$ cat src/rtl/ex_mem_stage.sv
// ex_mem_stage: EX/MEM pipeline register with result select, store lane alignment and EX->ID forwarding; define MUL_2CYCLE_EN for a 2-cycle multiply
module ex_mem_stage #(
    parameter int XLEN = 32,
    parameter int REGW = 5
) (
    input  logic            clk,
    input  logic            rst,
    input  logic            in_valid,
    output logic            in_ready,
    input  logic            flush,
    input  logic [XLEN-1:0] alu_out,
    input  logic [XLEN-1:0] mul_out,
    input  logic [XLEN-1:0] pc_plus4,
    input  logic [1:0]      sel,
    input  logic [REGW-1:0] rd,
    input  logic            rd_wen,
    input  logic            mem_read,
    input  logic            mem_write,
    input  logic [2:0]      funct3,
    input  logic [XLEN-1:0] store_data,
    output logic            out_valid,
    input  logic            out_ready,
    output logic [XLEN-1:0] ex_result,
    output logic [REGW-1:0] ex_rd,
    output logic            ex_wen,
    output logic            ex_mem_read,
    output logic            ex_mem_write,
    output logic [2:0]      ex_funct3,
    output logic [XLEN-1:0] mem_wdata,
    output logic [3:0]      mem_web,
    output logic            misalign,
    output logic            fwd_valid,
    output logic [REGW-1:0] fwd_rd,
    output logic [XLEN-1:0] fwd_data
);
    logic            free, accept, mis;
    logic [1:0]      a, f;
    logic [3:0]      web;
    logic [XLEN-1:0] res, wdata, mul_res;

    assign free   = !out_valid | out_ready;
    assign accept = in_valid & in_ready & !flush;
    assign a      = alu_out[1:0];
    assign f      = funct3[1:0];

`ifdef MUL_2CYCLE_EN
    typedef enum logic {IDLE, WAIT} state_t;
    state_t          state, state_n;
    logic [XLEN-1:0] mul_q;
    logic            start;

    assign mul_res = (state == WAIT) ? mul_q : mul_out;

    // Multiply FSM: IDLE captures a new multiply and stalls upstream; WAIT retires it on load or flush
    always_comb begin
        state_n  = state;
        start    = 1'b0;
        in_ready = flush | free;
        if (state == IDLE) begin
            if (in_valid & (sel == 2'b01) & !flush) begin
                start    = 1'b1;
                in_ready = 1'b0;
                state_n  = WAIT;
            end
        end else if (flush | (in_valid & free)) begin
            state_n = IDLE;
        end
    end

    // FSM state and captured multiplier result
    always_ff @(posedge clk) begin
        if (rst) begin
            state <= IDLE;
            mul_q <= '0;
        end else begin
            state <= state_n;
            if (start) mul_q <= mul_out;
        end
    end
`else
    assign mul_res  = mul_out;
    assign in_ready = flush | free;
`endif

    // Result select, store lane replication/strobes and misalignment detection
    always_comb begin
        res   = (sel == 2'b01) ? mul_res : (sel == 2'b10) ? pc_plus4 : alu_out;
        mis   = (mem_read | mem_write) &
                ((f == 2'b11) | ((f == 2'b01) & a[0]) | ((f == 2'b10) & (a != 2'b00)));
        web   = (!mem_write | mis) ? 4'b0000 :
                (f == 2'b00) ? (4'b0001 << a) :
                (f == 2'b01) ? (a[1] ? 4'b1100 : 4'b0011) : 4'b1111;
        wdata = (f == 2'b00) ? {(XLEN/8){store_data[7:0]}} :
                (f == 2'b01) ? {(XLEN/16){store_data[15:0]}} : store_data;
    end

    // Output register: loads the accepted payload or a bubble whenever free, otherwise holds
    always_ff @(posedge clk) begin
        if (rst) begin
            out_valid    <= 1'b0;
            ex_result    <= '0;
            ex_rd        <= '0;
            ex_wen       <= 1'b0;
            ex_mem_read  <= 1'b0;
            ex_mem_write <= 1'b0;
            ex_funct3    <= '0;
            mem_wdata    <= '0;
            mem_web      <= '0;
            misalign     <= 1'b0;
        end else if (free) begin
            out_valid    <= accept;
            ex_result    <= res;
            ex_rd        <= rd;
            ex_wen       <= accept & rd_wen & (rd != '0);
            ex_mem_read  <= accept & mem_read;
            ex_mem_write <= accept & mem_write;
            ex_funct3    <= funct3;
            mem_wdata    <= wdata;
            mem_web      <= accept ? web : 4'b0000;
            misalign     <= accept & mis;
        end
    end

    assign fwd_valid = out_valid & ex_wen & !ex_mem_read;
    assign fwd_rd    = ex_rd;
    assign fwd_data  = ex_result;
endmodule
$ cat config.mk
export PLATFORM = sky130hd
export DESIGN_NAME = ex_mem_stage
export DESIGN_NICKNAME = d
export VERILOG_FILES = /design/src/rtl/ex_mem_stage.sv
export SDC_FILE = /design/constraint.sdc
export NUM_CORES = 1
export LEC_CHECK = 0
export BUFFER_PORTS_ARGS = -buffer_cell sky130_fd_sc_hd__buf_2
export CAP_MARGIN = 20
export CORE_MARGIN = 2
export CORE_UTILIZATION = 45
export CTS_BUF_LIST = sky130_fd_sc_hd__clkbuf_4 sky130_fd_sc_hd__clkbuf_8
export DETAILED_ROUTE_END_ITERATION = 7
export PLACE_DENSITY = 0.83
export RECOVER_POWER = 100
export SYNTH_ARGS = -nofsm -noshare
export SYNTH_HDL_FRONTEND = slang
export SYNTH_SLANG_ARGS = --single-unit
export TNS_END_PERCENT = 50
$ cat constraint.sdc
create_clock -name clk -period 2.6 [get_ports clk]
set_input_delay 0.13 -clock clk [delete_from_list [all_inputs] [get_ports clk]]
set_output_delay 0.13 -clock clk [all_outputs]
set_load 0.005 [all_outputs]
# After elaboration in Yosys (flattened, before gate mapping)
# Cells that the tools add are included.
# totals
out_inout_bits	120
regBits	81
# op_classes
n_eq_ne	5
muxes	9
n_reduce_logical	7
bitwise_logic	18
shifts	1
# ops
op	count
32-bit 2-to-1 mux	4
4-bit 2-to-1 mux	5
1-bit bitwise AND	12
2-bit equality test, second input constant	3
1-bit OR	6
5-bit nonzero test	1
2-bit by 1-bit equality test with 1-bit output, second input constant	2
1-bit logical NOT	4
1-bit by 2-bit << shifter with 4-bit output, first input constant	1
2-bit logical NOT	1
2-bit nonzero test	1

# Longest topological paths before layout
# logic_depth
ltp_word	8
ltp_mapped	6
mapped_depth_nobuf	4

# Worst setup path after synthesis
# No wires, ideal clock.
# synth_path
path_type	register to register
from	register out_valid
to	register misalign
arrival_ns	1.259
path_slack_ns	1.276
setup_ns	0.065
path_stages_with_launch	6
period_less_slack_ns	1.324
n_path_buf	1
t_required_ns	2.535
path_cell_list	dfxtp_1 nor2b_4 buf_6 or4_1 a2bb2oi_1 nor2_1
# synth_via
elab_chain_cells	6
# synth_lines
item	line_no	source
start, declared	21	output logic out_valid,
start signal, assigned	111	out_valid <= accept;
1-bit logical NOT *	41	assign free = !out_valid | out_ready;
1-bit OR *	41	
1-bit OR	82	assign in_ready = flush | free;
1-bit bitwise AND (2 in a row)	42	assign accept = in_valid & in_ready & !flush;
1-bit bitwise AND	120	misalign <= accept & mis;
end signal, assigned	120	
end, declared	31	output logic misalign,
# Mark *: on every way between the ends. The rest lies on a longest branch, timed or not.
# A chain may end at the register's enable or synchronous reset.

# Worst setup path in the final report
# layout_path
from	register out_valid
to	output in_ready
# layout_via
elab_chain_cells	3
# layout_lines
item	line_no	source
1-bit logical NOT	41	
1-bit OR	41	
1-bit OR	82	
end, declared	9	output logic in_ready,
# Every way passes these cells.

==> impl_metrics.yaml <==
outcome:
  outcome: "complete, but fails checks"
  violations: "capacitance limit, slew limit"
synth:
  syn_nets: 698
  synth-seq-cells: 81
  synth.avg_cell_area_um2: 8.03
  dominantRegCellSynth: "dfxtp_1"
  synth_area_um2: 4430
  synth_top_cell_area_share_pct: 36.6
  ys_types: 30
  async_reset_ff_share_pct: 0
  synth_top_cells_by_area: "dfxtp_1 37%, nand2_1 11%, mux2i_1 10%"
  synth_edf_count: 0
  ys_seq_area_share_pct: 36.6
  postSynthCellCount: 552
  yosys_warnings: 0
  yosysTopAreaCell: "dfxtp_1"
final_layout:
  area_growth_pct: 26.0
  final_common_cell: "buf_2"
  multi_input_area_um2: 2330
  drive_above_1_share_pct: 29.9
  nets: 898
  regArea_um2: 1620
  final_cell_mix: "170 x buf_2, 131 x nand2_1, 95 x clkbuf_1"
  num-fill-cells: 974
setup_path:
  cp-endpoint: "in_ready"
  startpoint_type: "register"
  end_kind: "primary output"
  crit_start: "out_valid"
  worst-setup-path-type: "reg2out"
  worstPathRequired_ps: 2470
  r2r_slack_ps: 690
  timing.rr.start: "out_valid"
  critPathArrivalTime_ps: 1900
  r2r_end: "mem_wdata[13]"
  reg2reg_depth: 3
  path_max_fanout: 35
cts:
  clock-sinks: 81
  clk_latency_ps: 350
  cts_resized: 0
  cts.htree.levels: 3
  cts_max_path_buffers: 2
  post_cts_buffers: 0
  cts_buffers: 9
  clkTransAtPathRegs_ps: 90
  cts-root-buf: "clkbuf_8"
  cts_tree: "built"
  postCtsHoldBufs: 0
placed_design:
  place_ws_ps: 1010
  io_buffer_count: 265
  gp_congestion: 0.771
  hpwlAfterDp_mm: 9.66
detailed_routing:
  drt_iter0_markers: 134
  via_count: 4560
  drc: 0
  final_antenna_net_count: 0
  viasPerCell: 5.11
  detail_route.first_pass.iterations: 4
  wl_mm: 13.0
  wl_per_cell_um: 14.6
power:
  report.power.total_uw: 2860
  intPower_uw: 2000
  p_per_area_nw_per_um2: 512
  power_switching_uw: 864
  p_seq_share_pct: 48.7
  vdd_drop_max_mv: 0.269
  p_sw_share_pct: 30.2
  comb_power_share_pct: 21.1
  leakage_uw: 0.00251
  p_clk_share_pct: 30.3
timing:
  final-max-slew-violation-count: 41
  worst_slew_pin_slew_ps: 1650
  final-setup-viol-count: 0
  fmax_mhz: 493
  final_hold_viol_count: 0
  layout_setup_ws_ps: 571
  fin_skew_ps: 13.7
  min_period_ps: 2030
  finalCritPeriodShare_pct: 78.0
  relSlewSlack_pct: -9.89
  setup_tns_ps: 0
  rsz0062_at_grt: "false"
global_routing:
  antenna_found_initial: 2
  gr-total-overflow: 0
  globalRouteTotalUtil_pct: 23.2
  grt_pass1_wl_mm: 19.5
  grt_pass1_vias: 4010
  grt_max_degree: 57
flow_run:
  cap_violations: 1
floorplan:
  die_area_um2: 10700
  die_x_um: 103
  die_h_um: 103
  core_um2: 9680
  initial_core_util_pct: 45.8
  placementRows: 36
  ios: 266
worst_hold_path:
  hp-class: "in2reg"
## per-layer routing
| layer | track usage (%) | wire length (µm) | vias to the layer above |
|---|---|---|---|
| met2 | 40.7 | 6640 | 185 |
| met5 | 0 | 0 | - |
| met1 | 28.4 | 5260 | 2080 |
| met4 | 7.69 | 256 | 0 |
| met3 | 4.57 | 874 | 21 |
| li1 | - | - | 2274 |
## final cells by class
type                    count  share of cell area [%]
diodes                      2                  0.0896
inverters                   1                  0.0672
well taps                 133                    2.98
repair buffers            272                    22.9
multi-input cells         387                    41.7
clock inverters             6                   0.896
flip-flops and latches     81                    29.0
clock buffers              10                    2.35
## synth_stat cells (all sizes together), types with 2 or more instances
master / instances
nand2: 131
nand2b: 5
nor2: 31
clkbuf: 26
o211ai: 31
dfxtp: 81
o21ai: 20
mux2i: 46
a21oi: 59
nor2b: 2
nand3: 2
buf: 57
or4: 2
o22ai: 2
nor3: 2
a211oi: 8
a311oi: 8
mux2: 30
o22a: 2
## how the worst min path moves through the flow
stage                     startpoint           end  slack, ps  cells past startpoint
after detailed placement   funct3[2]  ex_funct3[2]        380                      3
final                          rd[2]      ex_rd[2]         30                      3
after global placement     funct3[2]  ex_funct3[2]        380                      3
after CTS                      rd[2]      ex_rd[2]         10                      3
after global routing       funct3[2]  ex_funct3[2]         20                      3
after floorplan            funct3[2]  ex_funct3[2]        270                      2
## kinds of logic after synthesis
logic type      after synthesis  share of synthesized area (%)
buf+inv                      84                           10.9
flops                        81                           36.6
simple gates                176                           15.8
mux                          76                           18.0
compound gates              135                           18.7
## power groups by stage
stage,registers [µW],clock network (µW),logic [µW]
after floorplan,1420,0,375
after global placement,1410,0,624
after detailed placement,1420,0,634
after CTS,1390,893,636
after global routing,1410,951,681
final,1390,866,603
## state kept, by name, summed over array words and instances, names as in the netlist
name / cells
ex_funct3: 3
ex_mem_read: 1
ex_mem_write: 1
ex_rd: 5
ex_result: 32
ex_wen: 1
mem_wdata: 32
mem_web: 4
misalign: 1
out_valid: 1
## worst max-delay path, cell delays in order (launching register included)
cell and delay (ps):
dfxtp_1 390, nor2b_4 290, clkbuf_2 630, nand2b_1 100, clkbuf_1 140
## per-stage QoR
stage               std cells  util, %  hold WS [ps]  area, µm²
floorplan                 552        -           270       4430
global placement          874     57.2           382       5540
detailed placement        874     57.2           383       5540
CTS                       890     59.1          9.84       5720
global route              892     57.7          15.4       5590
finish                    892     57.7          28.1       5590
(Power assumes the default switching activity.)
